==> config.mk <==
export PLATFORM = sky130hd
export DESIGN_NAME = buffer_memory_mc
export DESIGN_NICKNAME = d
export VERILOG_FILES = /design/src/rtl/buffer_memory_pkg.sv /design/src/rtl/buffer_memory_mc_rr_arbiter.sv /design/src/rtl/buffer_memory_mc.sv
export SDC_FILE = /design/constraint.sdc
export NUM_CORES = 2
export LEC_CHECK = 0
export BUFFER_PORTS_ARGS = -buffer_cell sky130_fd_sc_hd__buf_2
export CORE_UTILIZATION = 30
export DETAILED_ROUTE_END_ITERATION = 7
export PLACE_DENSITY = 0.55
export SYNTH_ARGS = -nofsm -noshare
export SYNTH_HDL_FRONTEND = slang
export SYNTH_HIERARCHICAL = 1
export SYNTH_SLANG_ARGS = --single-unit
==> constraint.sdc <==
create_clock -name clk -period 4.99 [get_ports clk]
set_input_delay 1.2475 -clock clk [delete_from_list [all_inputs] [get_ports clk]]
set_output_delay 1.2475 -clock clk [all_outputs]
set_load 0.005 [all_outputs]
==> src/rtl/buffer_memory_pkg.sv <==
// buffer_memory_pkg: shared widths, defaults and clog2 for the buffer memory family.
package buffer_memory_pkg;
  function automatic int clog2(input int n);
    int r = 0;
    while ((1 << r) < n) r++;
    return r;
  endfunction
  localparam int DATA_WIDTH_DEF = 40;
  localparam int DATA_DEPTH_DEF = 16;
  localparam int NUM_CHANNELS_DEF = 4;
  localparam int CH_WIDTH = clog2(NUM_CHANNELS_DEF);
  localparam int PTR_WIDTH = clog2(DATA_DEPTH_DEF);
  localparam int CNT_WIDTH = PTR_WIDTH + 1;
endpackage

==> src/rtl/buffer_memory_mc_rr_arbiter.sv <==
// rr_arbiter: round-robin grant, search starts at last+1 and wraps modulo N.
module rr_arbiter
  import buffer_memory_pkg::*;
#(
  parameter int N = 4,
  localparam int W = clog2(N)
)(
  input  logic [N-1:0] req,
  input  logic [W-1:0] last,
  input  logic         en,
  output logic         gnt_valid,
  output logic [W-1:0] gnt_idx
);
  always_comb begin
    gnt_idx = last;
    for (int i = N; i >= 1; i--)
      if (req[(int'(last) + i) % N]) gnt_idx = W'((int'(last) + i) % N);
  end
  assign gnt_valid = en && |req;
endmodule

==> src/rtl/buffer_memory_mc.sv <==
// buffer_memory_mc: NUM_CHANNELS FIFOs in one shared array, round-robin drained to one registered port.
// Optional sticky error outputs overflow_err/chan_err under BUFFER_MEMORY_MC_ERR_EN.
module buffer_memory_mc
  import buffer_memory_pkg::*;
#(
  parameter int DATA_WIDTH = DATA_WIDTH_DEF,
  parameter int DATA_DEPTH = DATA_DEPTH_DEF,
  parameter int NUM_CHANNELS = NUM_CHANNELS_DEF,
  parameter int AFULL_LEVEL = 12,
  localparam int CH_W = clog2(NUM_CHANNELS),
  localparam int PTR_W = clog2(DATA_DEPTH),
  localparam int CNT_W = PTR_W + 1
)(
  input  logic                    clk,
  input  logic                    reset,
  input  logic                    in_valid,
  input  logic [CH_W-1:0]         in_channel,
  input  logic [DATA_WIDTH-1:0]   in_data,
  output logic                    ready,
  output logic                    out_valid,
  output logic [CH_W-1:0]         out_channel,
  output logic [DATA_WIDTH-1:0]   out_data,
  input  logic                    next_ready,
  output logic [NUM_CHANNELS-1:0] empty,
  output logic [NUM_CHANNELS-1:0] full,
`ifdef BUFFER_MEMORY_MC_ERR_EN
  output logic [NUM_CHANNELS-1:0] almost_full,
  output logic [NUM_CHANNELS-1:0] overflow_err,
  output logic                    chan_err
`else
  output logic [NUM_CHANNELS-1:0] almost_full
`endif
);
  logic [DATA_WIDTH-1:0] mem [NUM_CHANNELS*DATA_DEPTH];
  logic [PTR_W-1:0] wr_ptr_q [NUM_CHANNELS];
  logic [PTR_W-1:0] wr_ptr_d [NUM_CHANNELS];
  logic [PTR_W-1:0] rd_ptr_q [NUM_CHANNELS];
  logic [PTR_W-1:0] rd_ptr_d [NUM_CHANNELS];
  logic [CNT_W-1:0] cnt_q [NUM_CHANNELS];
  logic [CNT_W-1:0] cnt_d [NUM_CHANNELS];
  logic out_valid_q, out_valid_d;
  logic [CH_W-1:0] out_channel_q, out_channel_d, last_q, last_d, gnt_idx;
  logic [DATA_WIDTH-1:0] out_data_q, out_data_d, head;
  logic ch_ok, wr, load, gnt_valid;
  assign ch_ok = {1'b0, in_channel} < (CH_W+1)'(NUM_CHANNELS);
  assign ready = ch_ok && !full[in_channel];
  assign wr = in_valid && ready;
  assign load = !out_valid_q || next_ready;
  assign head = mem[{gnt_idx, rd_ptr_q[gnt_idx]}];
  rr_arbiter #(.N(NUM_CHANNELS)) u_arb (
    .req(~empty), .last(last_q), .en(load), .gnt_valid(gnt_valid), .gnt_idx(gnt_idx)
  );
  for (genvar g = 0; g < NUM_CHANNELS; g++) begin : g_flags
    assign empty[g] = cnt_q[g] == '0;
    assign full[g] = cnt_q[g] == CNT_W'(DATA_DEPTH);
    assign almost_full[g] = cnt_q[g] >= CNT_W'(AFULL_LEVEL);
  end
  always_comb begin
    wr_ptr_d = wr_ptr_q;
    rd_ptr_d = rd_ptr_q;
    cnt_d = cnt_q;
    for (int c = 0; c < NUM_CHANNELS; c++) begin
      wr_ptr_d[c] = wr_ptr_q[c] + PTR_W'(wr && in_channel == CH_W'(c));
      rd_ptr_d[c] = rd_ptr_q[c] + PTR_W'(gnt_valid && gnt_idx == CH_W'(c));
      cnt_d[c] = cnt_q[c] + CNT_W'(wr && in_channel == CH_W'(c)) - CNT_W'(gnt_valid && gnt_idx == CH_W'(c));
    end
    out_valid_d = load ? gnt_valid : out_valid_q;
    out_data_d = gnt_valid ? head : out_data_q;
    out_channel_d = gnt_valid ? gnt_idx : out_channel_q;
    last_d = gnt_valid ? gnt_idx : last_q;
  end
  // Storage is intentionally left unreset; counts alone define validity.
  always_ff @(posedge clk)
    if (wr) mem[{in_channel, wr_ptr_q[in_channel]}] <= in_data;
  always_ff @(posedge clk or posedge reset) begin
    if (reset) begin
      for (int c = 0; c < NUM_CHANNELS; c++) begin
        wr_ptr_q[c] <= '0;
        rd_ptr_q[c] <= '0;
        cnt_q[c] <= '0;
      end
      out_valid_q <= 1'b0;
      out_data_q <= '0;
      out_channel_q <= '0;
      last_q <= CH_W'(NUM_CHANNELS - 1);
    end else begin
      wr_ptr_q <= wr_ptr_d;
      rd_ptr_q <= rd_ptr_d;
      cnt_q <= cnt_d;
      out_valid_q <= out_valid_d;
      out_data_q <= out_data_d;
      out_channel_q <= out_channel_d;
      last_q <= last_d;
    end
  end
  assign out_valid = out_valid_q;
  assign out_data = out_data_q;
  assign out_channel = out_channel_q;
`ifdef BUFFER_MEMORY_MC_ERR_EN
  logic [NUM_CHANNELS-1:0] overflow_err_q;
  logic chan_err_q;
  always_ff @(posedge clk or posedge reset) begin
    if (reset) begin
      overflow_err_q <= '0;
      chan_err_q <= 1'b0;
    end else begin
      overflow_err_q <= overflow_err_q | ({NUM_CHANNELS{in_valid && ch_ok}} & full & (NUM_CHANNELS'(1) << in_channel));
      chan_err_q <= chan_err_q | (in_valid && !ch_ok);
    end
  end
  assign overflow_err = overflow_err_q;
  assign chan_err = chan_err_q;
`endif
endmodule

==> impl_metrics.yaml <==
status:
  status: "complete, but fails checks"
  violations: "DRC"
floorplan:
  die_width_um: 587
  start_util: 0.301
  fp-row-count: 214
  die_y_um: 587
  core_sq_um: 340000
  io_pins: 102
  dieArea_sq_um: 344000
routing:
  wl_per_cell_um: 28.6
  drt-initial-drc-count: 6007
  drtAntennaViolNets: 0
  via_per_inst: 5.21
  num_vias: 54400
  drt_first_pass_iters: 8
  routed_wl_um: 298000
  drc_errors: 28
layout:
  design_area_sq_um: 120000
  drive_gt1_frac: 0.219
  area_growth_syn_to_layout_pct: 16.8
  mostFrequentLayoutCell: "edfxtp_1"
  final_cell_mix: "edfxtp_1 (2560), nand2_1 (456), mux4_2 (413)"
  utilization: 0.352
  fin_nets: 5789
worst_setup_path:
  cp.arrival_ns: 5.60
  worstSetupPathType: "flip-flop to flip-flop"
  cp-end-kind: "flip-flop"
  path_max_fanout: 10
  crit_path_start_kind: "flip-flop"
  crit_required_ns: 5.79
power_and_ir_drop:
  total_leakage_power_nw: 38.3
  peakVddDrop_uv: 775
  total_power_w: 0.0830
  powerDensity_nw_per_um2: 693
synthesis:
  ys_seq_area_frac: 0.774
  synth.distinct_cells: 57
  avgSynthCellArea_sq_um: 19.3
  ys.flop_type: "edfxtp_1"
  synth_cells: 5305
  synth-async-reset-ratio: 0.0365
  syn_nets: 5401
  synthesis.area_sq_um: 103000
  ys_ff_latch: 2657
  synth_edf_count: 2560
  yosysWarnings: 6
grt:
  grt_pass1_vias: 54000
  grt_max_degree: 73
  grt_pass1_wl_um: 419000
  grt_usage: 0.170
  grt-ovfl-total: 0
  antenna_found_initial: 40
placement:
  io_buffers: 101
  dp_hpwl_um: 173000
  dpl-instance-area_sq_um: 111000
  gp_congestion: 0.789
  pre_cts_ws_ns: 0.132
timing:
  finalWorstSetupSlack_ns: 0.189
  period_share: 0.962
  finalCriticalPeriod_ns: 4.80
  slew_viol_final: 0
  relSlewSlack: 0.158
  tightest_slew_ns: 1.26
  clock.fmax_mhz: 208
  finalSetupViolCount: 0
  hold_viol: 0
  skew_ns: 0.0534
cts:
  cts.reportedPaths.clkPinSlew_ns: 0.06
  htree_levels: 5
  root_buffer: "clkbuf_16"
  cts_made_buffers: 275
  clk_latency_ns: 0.88
  cts_buffer_depth: 4
  clock-sinks: 2657
  cts_tree: "built"
  cts_hold_buffers: 0
worst_hold_path:
  holdCritPathClass: "flip-flop to flip-flop"
job:
  max_cap_violations: 0
per-stage QoR:
step                      instances  hold WS [ns]  TNS, ns
final                         10400         0.501        0
after CTS                     10400         0.496        0
after global routing          10400         0.511  -0.0206
after detailed placement       9948         0.481        0
after global placement         9948         0.477        0
after floorplan                5305         0.454        0
synthesized netlist by cell type, drive strengths merged (2+ instances only):
cell / number / area share
o2111ai: 15 / 0.0013
nor3: 35 / 0.0017
o211ai: 41 / 0.0030
nand3: 174 / 0.0085
o21ai: 20 / 0.00098
nand2: 456 / 0.017
a32o: 8 / 0.00078
mux2i: 269 / 0.026
a22oi: 118 / 0.0086
o22ai: 27 / 0.0016
o21a: 7 / 0.00051
o32a: 14 / 0.0014
a32oi: 9 / 0.00077
buf: 159 / 0.0086
a311oi: 24 / 0.0021
inv: 54 / 0.0020
a221oi: 42 / 0.0036
nand2b: 5 / 0.00031
dfstp: 2 / 0.00051
or2: 18 / 0.0011
xor2: 13 / 0.0011
a211oi: 56 / 0.0041
a21oi: 98 / 0.0048
mux4: 416 / 0.091
ha: 46 / 0.0056
nor2: 111 / 0.0041
dfrtp: 95 / 0.023
a221o: 22 / 0.0021
nand3b: 5 / 0.00037
mux2: 11 / 0.0012
nor3b: 2 / 0.00015
nor2b: 39 / 0.0024
xnor2: 17 / 0.0015
clkbuf: 132 / 0.0048
o221ai: 32 / 0.0027
and3: 23 / 0.0014
a31oi: 67 / 0.0041
or3b: 2 / 0.00017
nand4: 23 / 0.0014
a21o: 4 / 0.00029
fa: 4 / 0.00078
edfxtp: 2560 / 0.75
nor4: 3 / 0.00018
a2111oi: 2 / 0.00017
a21boi: 17 / 0.0012
path summary, 6_finish.rpt:
check,from,end,slack (ns),cells after the start
hold / removal,wr_ptr_q[0]$_DFF_PP0_,wr_ptr_q[0]$_DFF_PP0_,0.50,1
max in group asynchronous,reset,out_data[1]$_DFFE_PP0P_,3.58,3
setup reg to reg,cnt_q[12]$_DFF_PP0_,out_data[25]$_DFFE_PP0P_,0.19,13
hold reg to reg,wr_ptr_q[0]$_DFF_PP0_,wr_ptr_q[0]$_DFF_PP0_,0.50,1
setup / recovery,cnt_q[12]$_DFF_PP0_,out_data[25]$_DFFE_PP0P_,0.19,13
min in group asynchronous,reset,out_data[15]$_DFFE_PP0P_,0.60,2
critical path, stage by stage, from the launching register on:
cell      delay [ns]
dfrtp_1         0.40
inv_1           0.09
ha_1            0.22
nand3_1         0.26
a21oi_1         0.10
a31oi_1         0.28
a21oi_4         0.19
buf_4           0.19
nor2b_1         0.73
nand2b_1        0.76
a311oi_1        0.57
nor3_1          0.09
o211ai_1        0.61
a221o_1         0.27
kinds of logic after synthesis:
logic type,synth area share
simple gates,0.0387
fa+ha+maj,0.00640
xor+xnor,0.00256
mux,0.119
flops,0.774
buf+inv,0.0154
compound gates,0.0446
sequential cells by signal (all words and copies together) (netlist names):
signal,cells
rd_ptr_q,16
out_channel,2
out_data,40
cnt_q,20
wr_ptr_q,16
last_q,2
mem,2560
out_valid,1
power breakdown:
group / leakage, nW / internal (W) / total (W) / switching, W
clock: 4.15 / 0.0114 / 0.0198 / 0.00843
sequential: 24.2 / 0.0255 / 0.0262 / 0.000710
combinational: 9.98 / 0.0153 / 0.0370 / 0.0217
total: 38.3 / 0.0521 / 0.0830 / 0.0309
cell type report:
cell class,instances,area (sq um)
diodes,8,20.0
clock buffers,375,7490
clock inverters,103,1010
fillers,31600,220000
inverters,55,211
multi-input cells,2302,22200
flip-flops and latches,2657,79300
well taps,4536,5680
repair buffers,402,3800
metal layers:
metal  global-route usage  wire (um)  up-vias
met5                    0          0        -
met3               0.0281      21700      428
li1                     -          -    22500
met4               0.0411       7290        0
met1                0.238     127000    29300
met2                0.276     142000     2156
repair_timing:
item	in CTS	in global routing
setup endpoints to repair	0	4
setup buffers	0	4
gates resized for setup	0	4
No activity file was read; power rests on OpenSTA's default activity.
